`src/rtl/posit_pkg.sv`:
```
// Shared posit definitions: width helpers, special-pattern constant functions
// and the unpacked-value record exchanged between posit pipeline blocks.
package posit_pkg;

  function automatic int log2(input int value);
    int r;
    r = 0;
    for (int i = 0; i < 32; i++) begin
      if ((1 << r) < value) r = r + 1;
    end
    return r;
  endfunction

  localparam int POSIT_N  = 8;
  localparam int POSIT_ES = 4;
  localparam int POSIT_FW = 8;
  localparam int POSIT_BS = log2(POSIT_N);
  localparam int POSIT_SW = POSIT_ES + POSIT_BS + 2;

  function automatic logic [63:0] posit_maxpos(input int n);
    return (64'd1 << (n - 1)) - 64'd1;
  endfunction

  function automatic logic [63:0] posit_minpos(input int n);
    return (n > 1) ? 64'd1 : 64'd0;
  endfunction

  function automatic logic [63:0] posit_nar(input int n);
    return 64'd1 << (n - 1);
  endfunction

  typedef struct packed {
    logic                sign;
    logic [POSIT_SW-1:0] scale;
    logic [POSIT_FW-1:0] frac;
    logic                zero;
    logic                inf;
  } posit_unpacked_t;

endpackage

```
`src/rtl/DSR_right_N_S.sv`:
```
// Logarithmic dynamic right shifter: c = a >> b, zero fill, one mux rank per
// bit of the shift amount.
module DSR_right_N_S #(
  parameter int N = 16,
  parameter int S = 4
) (
  input  logic [N-1:0] a,
  input  logic [S-1:0] b,
  output logic [N-1:0] c
);

  logic [N-1:0] stage [S+1];

  assign stage[0] = a;

  for (genvar i = 0; i < S; i++) begin : g_stage
    assign stage[i+1] = b[i] ? (stage[i] >> (1 << i)) : stage[i];
  end

  assign c = stage[S];

endmodule

```
`src/rtl/posit_round.sv`:
```
// Magnitude rounding and clamping for the posit packer. Round-to-nearest-even
// is built only when POSIT_ENCODER_ROUND_EN is defined; otherwise truncation.
module posit_round
  import posit_pkg::*;
#(
  parameter int N = 8
) (
  input  logic [N-2:0] mag,
  input  logic         guard,
  input  logic         sticky,
  input  logic         sat_hi,
  input  logic         sat_lo,
  output logic [N-2:0] mag_rnd
);

  localparam logic [N-1:0] MAXPOS = N'(posit_maxpos(N));
  localparam logic [N-1:0] MINPOS = N'(posit_minpos(N));

  logic [N-1:0] sum;

`ifdef POSIT_ENCODER_ROUND_EN
  logic inc;
  assign inc = guard & (sticky | mag[0]);
  assign sum = {1'b0, mag} + {{(N-1){1'b0}}, inc};
`else
  logic unused_round_bits;
  assign unused_round_bits = guard ^ sticky;
  assign sum = {1'b0, mag};
`endif

  // A carry out means we rounded past maxpos; a nonzero value never packs to 0.
  always_comb begin
    mag_rnd = sum[N-2:0];
    if (sum[N-1]) mag_rnd = MAXPOS[N-2:0];
    if (sat_hi) begin
      mag_rnd = MAXPOS[N-2:0];
    end else if (sat_lo || (mag_rnd == '0)) begin
      mag_rnd = MINPOS[N-2:0];
    end
  end

endmodule

```
`src/rtl/posit_encoder.sv`:
```
// Three-stage valid/ready posit packer: unpacked (sign, scale, frac) -> N-bit
// posit. Rounding mode selected by POSIT_ENCODER_ROUND_EN (see posit_round).
module posit_encoder
  import posit_pkg::*;
#(
  parameter int N  = 8,
  parameter int es = 4,
  parameter int FW = 8,
  parameter int SW = es + log2(N) + 2
) (
  input  logic          clk,
  input  logic          rst_n,
  input  logic          in_valid,
  output logic          in_ready,
  input  logic          in_sign,
  input  logic [SW-1:0] in_scale,
  input  logic [FW-1:0] in_frac,
  input  logic          in_zero,
  input  logic          in_inf,
  output logic          out_valid,
  input  logic          out_ready,
  output logic [N-1:0]  out_posit,
  output logic          out_zero,
  output logic          out_inf
);

  localparam int KW  = SW - es;
  localparam int BW  = N + es + FW;
  localparam int S   = log2(N) + 1;
  localparam int PAD = BW - 1 - es - FW;
  localparam logic [N-1:0] NAR = N'(posit_nar(N));

  logic adv;
  assign adv      = ~out_valid | out_ready;
  assign in_ready = adv;

  // Upper scale bits are already floor(scale / 2^es) in two's complement.
  logic signed [KW-1:0] k_in;
  logic                 sat_hi_in;
  logic                 sat_lo_in;

  assign k_in      = $signed(in_scale[SW-1:es]);
  assign sat_hi_in = int'(k_in) >= (N - 2);
  assign sat_lo_in = int'(k_in) <= -(N - 2);

  logic                 s1_valid;
  logic                 s1_sign;
  logic signed [KW-1:0] s1_k;
  logic [es-1:0]        s1_e;
  logic [FW-1:0]        s1_frac;
  logic                 s1_zero;
  logic                 s1_inf;
  logic                 s1_sat_hi;
  logic                 s1_sat_lo;

  always_ff @(posedge clk or negedge rst_n) begin
    if (!rst_n) begin
      s1_valid  <= 1'b0;
      s1_sign   <= 1'b0;
      s1_k      <= '0;
      s1_e      <= '0;
      s1_frac   <= '0;
      s1_zero   <= 1'b0;
      s1_inf    <= 1'b0;
      s1_sat_hi <= 1'b0;
      s1_sat_lo <= 1'b0;
    end else if (adv) begin
      s1_valid  <= in_valid;
      s1_sign   <= in_sign;
      s1_k      <= k_in;
      s1_e      <= in_scale[es-1:0];
      s1_frac   <= in_frac;
      s1_zero   <= in_zero;
      s1_inf    <= in_inf;
      s1_sat_hi <= sat_hi_in;
      s1_sat_lo <= sat_lo_in;
    end
  end

  // The regime run is produced by shifting in copies of the run bit; the
  // terminating bit travels at the head of the body.
  int            k_s1;
  int            run_len;
  logic          run_ones;
  logic [S-1:0]  shamt;

  always_comb begin
    k_s1     = int'(s1_k);
    run_ones = (k_s1 >= 0);
    run_len  = run_ones ? (k_s1 + 1) : -k_s1;
    if (run_len > N - 1) run_len = N - 1;
    shamt    = S'(run_len);
  end

  logic [BW-1:0] body_raw;
  logic [BW-1:0] shift_in;
  logic [BW-1:0] shift_out;
  logic [BW-1:0] body;

  assign body_raw = {~run_ones, s1_e, s1_frac, {PAD{1'b0}}};
  assign shift_in = run_ones ? ~body_raw : body_raw;

  DSR_right_N_S #(
    .N(BW),
    .S(S)
  ) u_body_shift (
    .a(shift_in),
    .b(shamt),
    .c(shift_out)
  );

  assign body = run_ones ? ~shift_out : shift_out;

  logic [N-2:0] mag_raw;
  logic         guard;
  logic         sticky;
  logic [N-2:0] mag_rnd;

  assign mag_raw = body[BW-1 -: N-1];
  assign guard   = body[BW-N];
  assign sticky  = |body[BW-N-1:0];

  posit_round #(
    .N(N)
  ) u_round (
    .mag    (mag_raw),
    .guard  (guard),
    .sticky (sticky),
    .sat_hi (s1_sat_hi),
    .sat_lo (s1_sat_lo),
    .mag_rnd(mag_rnd)
  );

  logic         s2_valid;
  logic         s2_sign;
  logic         s2_zero;
  logic         s2_inf;
  logic [N-2:0] s2_mag;

  always_ff @(posedge clk or negedge rst_n) begin
    if (!rst_n) begin
      s2_valid <= 1'b0;
      s2_sign  <= 1'b0;
      s2_zero  <= 1'b0;
      s2_inf   <= 1'b0;
      s2_mag   <= '0;
    end else if (adv) begin
      s2_valid <= s1_valid;
      s2_sign  <= s1_sign;
      s2_zero  <= s1_zero;
      s2_inf   <= s1_inf;
      s2_mag   <= mag_rnd;
    end
  end

  logic [N-1:0] posit_next;
  logic [N-1:0] pos_mag;

  always_comb begin
    pos_mag    = {1'b0, s2_mag};
    posit_next = s2_sign ? -pos_mag : pos_mag;
    if (s2_inf) begin
      posit_next = NAR;
    end else if (s2_zero) begin
      posit_next = '0;
    end
  end

  always_ff @(posedge clk or negedge rst_n) begin
    if (!rst_n) begin
      out_valid <= 1'b0;
      out_posit <= '0;
      out_zero  <= 1'b0;
      out_inf   <= 1'b0;
    end else if (adv) begin
      out_valid <= s2_valid;
      out_posit <= posit_next;
      out_zero  <= s2_zero & ~s2_inf;
      out_inf   <= s2_inf;
    end
  end

endmodule
```
`config.mk`:
```
export PLATFORM = sky130hd
export DESIGN_NAME = posit_encoder
export DESIGN_NICKNAME = d
export VERILOG_FILES = /design/src/rtl/posit_pkg.sv /design/src/rtl/DSR_right_N_S.sv /design/src/rtl/posit_round.sv /design/src/rtl/posit_encoder.sv
export SDC_FILE = /design/constraint.sdc
export NUM_CORES = 1
export LEC_CHECK = 0
export CORE_ASPECT_RATIO = 0.75
export CORE_MARGIN = 4
export CORE_UTILIZATION = 52
export DETAILED_ROUTE_END_ITERATION = 7
export GPL_TIMING_DRIVEN = 0
export PLACE_DENSITY = 0.86
export SLEW_MARGIN = 5
export SYNTH_ARGS = -nofsm -noshare
export SYNTH_HDL_FRONTEND = slang
export SYNTH_HIERARCHICAL = 1
export SYNTH_SLANG_ARGS = --single-unit
```
`constraint.sdc`:
```
create_clock -name clk -period 4.05 [get_ports clk]
set_clock_uncertainty 0.2 [all_clocks]
set_input_delay 0.405 -clock clk [delete_from_list [all_inputs] [get_ports clk]]
set_output_delay 0.405 -clock clk [all_outputs]
set_load 0.02 [all_outputs]
```
Word-level counts from Yosys, hierarchy flattened
Index checks and enable logic that the tools add are counted.

$add $sub $neg: 3. $lt $le $gt $ge: 4. Muxes and demuxes: 13. Bitwise gates (word level): 7. Reduce and logical (&&, ||, !) cells: 2.

Operators by type and width (number): 20-bit two-way mux (6); 20-bit inverter (2); 32-bit by 4-bit greater-than comparator with 1-bit output, second input constant (1); 32-bit two-way mux (1); 5-bit negator with 32-bit output (1); 8-bit two-way mux (3); 7-bit two-way mux (2); 7-bit negator with 8-bit output (1); 7-bit logical NOT (1); 5-bit by 2-bit adder with 6-bit output, second input constant (1); 5-bit by 1-bit greater-or-equal comparator with 1-bit output, second input constant (1); 5-bit by 4-bit greater-or-equal comparator with 1-bit output, second input constant (1); 5-bit by 4-bit <= comparator with 1-bit output, second input constant (1); 4-bit two-way mux (1); 1-bit inverter (3); 1-bit AND (1); 1-bit logical OR (1); 1-bit bitwise OR (1).

Register bits after elaboration: 45. Input port bits: 24. Output and inout port bits: 12. Logic and storage cells: 47.

Logic depth before layout (Yosys ltp)
Depth in word-level cells: 14. Depth in mapped cells: 18. Gate-level depth less buffers: 16.

Hierarchy
Netlist, hierarchy kept.

By module, submodules not included: posit_encoder (instances 1, cells each 279, area each 2391.0 µm², seq. area each 1126.1 µm²); DSR_right_N_S (instances 1, cells each 89, area each 899.6 µm², seq. area each 0.0 µm²); posit_round (instances 1, cells each 10, area each 70.1 µm², seq. area each 0.0 µm²).

Worst setup path before layout
No wires, ideal clock.

Kind: reg2reg. Start: register s1_k[4]. End: register s2_mag[0]. Setup time: 83 ps. Arrival: 3858 ps. Path slack: -90 ps. Cell stages (with the launch flop): 19. Clock period less this slack: 4140 ps. Path through: dfrtp_1 > buf_2 > nor3_1 > nand3_1 > ha_1 > and4bb_2 > a41oi_1 > o41ai_2 > nand2b_1 > clkbuf_1 > inv_2 > buf_2 > mux2i_1 > nor3_1 > xnor2_1 > or4_1 > o31ai_1 > nand2_1 > o21ai_0.

RTL lines: start, declared (RTL line posit_encoder.sv:48) `logic signed [KW-1:0] s1_k;`; start signal, assigned (RTL line posit_encoder.sv:70) `s1_k <= k_in;`; end signal, assigned (RTL line posit_encoder.sv:152) `s2_mag <= mag_rnd;`; end, declared (RTL line posit_encoder.sv:138) `logic [N-2:0] s2_mag;`.

==> results.json <==
{
  "syn_area_um2": 2390,
  "pin_count": 36,
  "cts_max_level": 2,
  "p_per_area_nw_per_um2": 669,
  "dp_hpwl_mm": 3.89,
  "reg2reg_from": "s1_k[4]$_DFFE_PN0P_",
  "initial_utilization_pct": 53.9,
  "crit_arrival_ns": 4.01,
  "drv_cap": 0,
  "route.detailed.drc": 0,
  "rsz0062_at_grt": "yes",
  "fin_crit_sh_pct": 98.5,
  "synthCells": 280,
  "via_per_inst": 5.34,
  "rows": 21,
  "relSlewSlack_pct": 43.4,
  "postRouteWirelength_mm": 5.36,
  "power.leakage_nw": 1.39,
  "drt_iter0_drc": 140,
  "tritoncts": "done",
  "slew_viol_final": 0,
  "cts_max_path_buffers": 2,
  "numCtsBuffers": 5,
  "critPathRequiredTime_ns": 4.07,
  "area_growth_syn_to_layout_pct": 25.3,
  "clk_latency_ns": 0.29,
  "track_usage_pct": 20.4,
  "worstSetupStartpointType": "flop",
  "die_area_um2": 5760,
  "wire_per_inst_um": 14.0,
  "endpoint_kind": "flop",
  "port_buffers": 29,
  "setup_tns_ns": 0,
  "layout_commonest_cell": "nand2_1",
  "grt_antenna_before_repair": 0,
  "grt_pass1_wl_mm": 9.04,
  "yosysWarnings": 6,
  "die_h_um": 66.7,
  "cts_root_buf": "clkbuf_8",
  "status": "finished, final reports clean",
  "fillers": 361,
  "dr_total_vias": 2051,
  "period_minus_slack_ns": 3.99,
  "path_class": "flop to flop",
  "die_x_um": 86.3,
  "tightest_slew_ns": 0.849,
  "drive_above_1_share_pct": 14.7,
  "hold_viol": 0,
  "grt_max_degree": 40,
  "cp_slowest_cell": "or4_1",
  "max_stage_delay_ns": 0.48,
  "setup_viol": 0,
  "clock.fmax_ghz": 0.251,
  "startpoint": "s1_k[4]$_DFFE_PN0P_",
  "core_um2": 4440,
  "hold_path_class": "primary input to asynchronous set/reset pin",
  "most-common-layout-cells": "84 x nand2_1, 38 x dfrtp_1, 28 x clkdlybuf4s50_1",
  "clk_pin_slew_ns": 0.08,
  "grt_pass1_vias": 1954,
  "nets": 358,
  "crit_chain": "buf_6 -> nor3_4 -> nand3_1 -> ha_1 -> and4bb_2 -> a41oi_2 -> o41ai_2 -> nand2_1 -> buf_2 -> buf_2 -> nand3b_1 -> a21oi_1 -> xnor2_1 -> or4_1 -> o31ai_1 -> nand2_1 -> o21ai_1",
  "irDropWorstVdd_v": 0.000335,
  "place.gp.congestion": 0.876,
  "path_buf_inv": 3,
  "power_w": 0.00200,
  "crit_family": "simple AND/OR/NAND/NOR gates",
  "cp_max_fo": 5,
  "antenna_left": 0,
  "diodes": 0,
  "clock_sinks": 39,
  "drtPass1Iterations": 4,
  "gr-total-overflow": 0,
  "avgSynthCellArea_um2": 8.54
}
[what timing repair did]
item                                    CTS  global route
setup buffers                             2             6
endpoints found under the setup margin    1             1
resized for setup                         7             8
pin swaps                                 5            11
hold buffers                              0             0
[sequential cells by signal, summed over array words and instances, names as in the netlist, 2 cells and up]
signal	count
s1_frac	2
out_posit	8
s2_mag	7
s1_e	4
s1_k	5
[final cells by class]
type | instances | area, um2 | area share, %
multi-input cells | 208 | 1310 | 43.8
flip-flops and latches | 39 | 977 | 32.6
repair buffers | 37 | 345 | 11.5
plain buffers | 21 | 120 | 4.01
clock buffers | 6 | 82.6 | 2.76
well taps | 57 | 71.3 | 2.38
inverters | 14 | 52.6 | 1.75
clock inverters | 2 | 35.0 | 1.17
[through the flow]
stage          setup slack [ns]  hold WS (ns)  cells  cell area (um2)  utilization, %
2_1_floorplan             0.120       -0.0906    284             2410               -
5_1_grt                  -0.188        0.0870    384             3000            67.5
4_1_cts                  0.0210        0.0401    379             2920            65.8
6_report                 0.0600       0.00984    384             3000            67.5
3_5_place_dp             -0.217         0.257    370             2760            62.2
3_3_place_gp             -0.193         0.245    370             2770            62.4
[metal layers]
| layer | vias up | global-route usage [%] | wire length [um] |
|---|---|---|---|
| met5 | - | 0 | 0 |
| met4 | 0 | 7.20 | 72 |
| met3 | 8 | 3.96 | 303 |
| met2 | 58 | 33.1 | 2540 |
| met1 | 966 | 27.1 | 2440 |
| li1 | 1019 | - | - |
[power breakdown]
part	switching [W]	leakage, nW	internal [W]	total (W)
logic	0.000544	0.851	0.000490	0.00103
clock network	0.000140	0.0612	0.000199	0.000339
registers	0.000111	0.474	0.000520	0.000631
total	0.000795	1.39	0.00121	0.00200
[path summary, 6_finish.rpt]
path	endpoint	slack [ns]	cells past startpoint
setup / recovery	s2_mag[0]$_DFFE_PN0P_	0.06	17
max in group asynchronous	s1_k[3]$_DFFE_PN0P_	3.06	1
hold reg to reg	s1_valid$_DFFE_PN0P_	0.27	2
setup reg to reg	s2_mag[0]$_DFFE_PN0P_	0.06	17
min in group clk	s1_valid$_DFFE_PN0P_	0.27	2
hold / removal	out_posit[3]$_DFFE_PN0P_	0.01	1
Note: power is estimated with default switching activity, not from simulation.
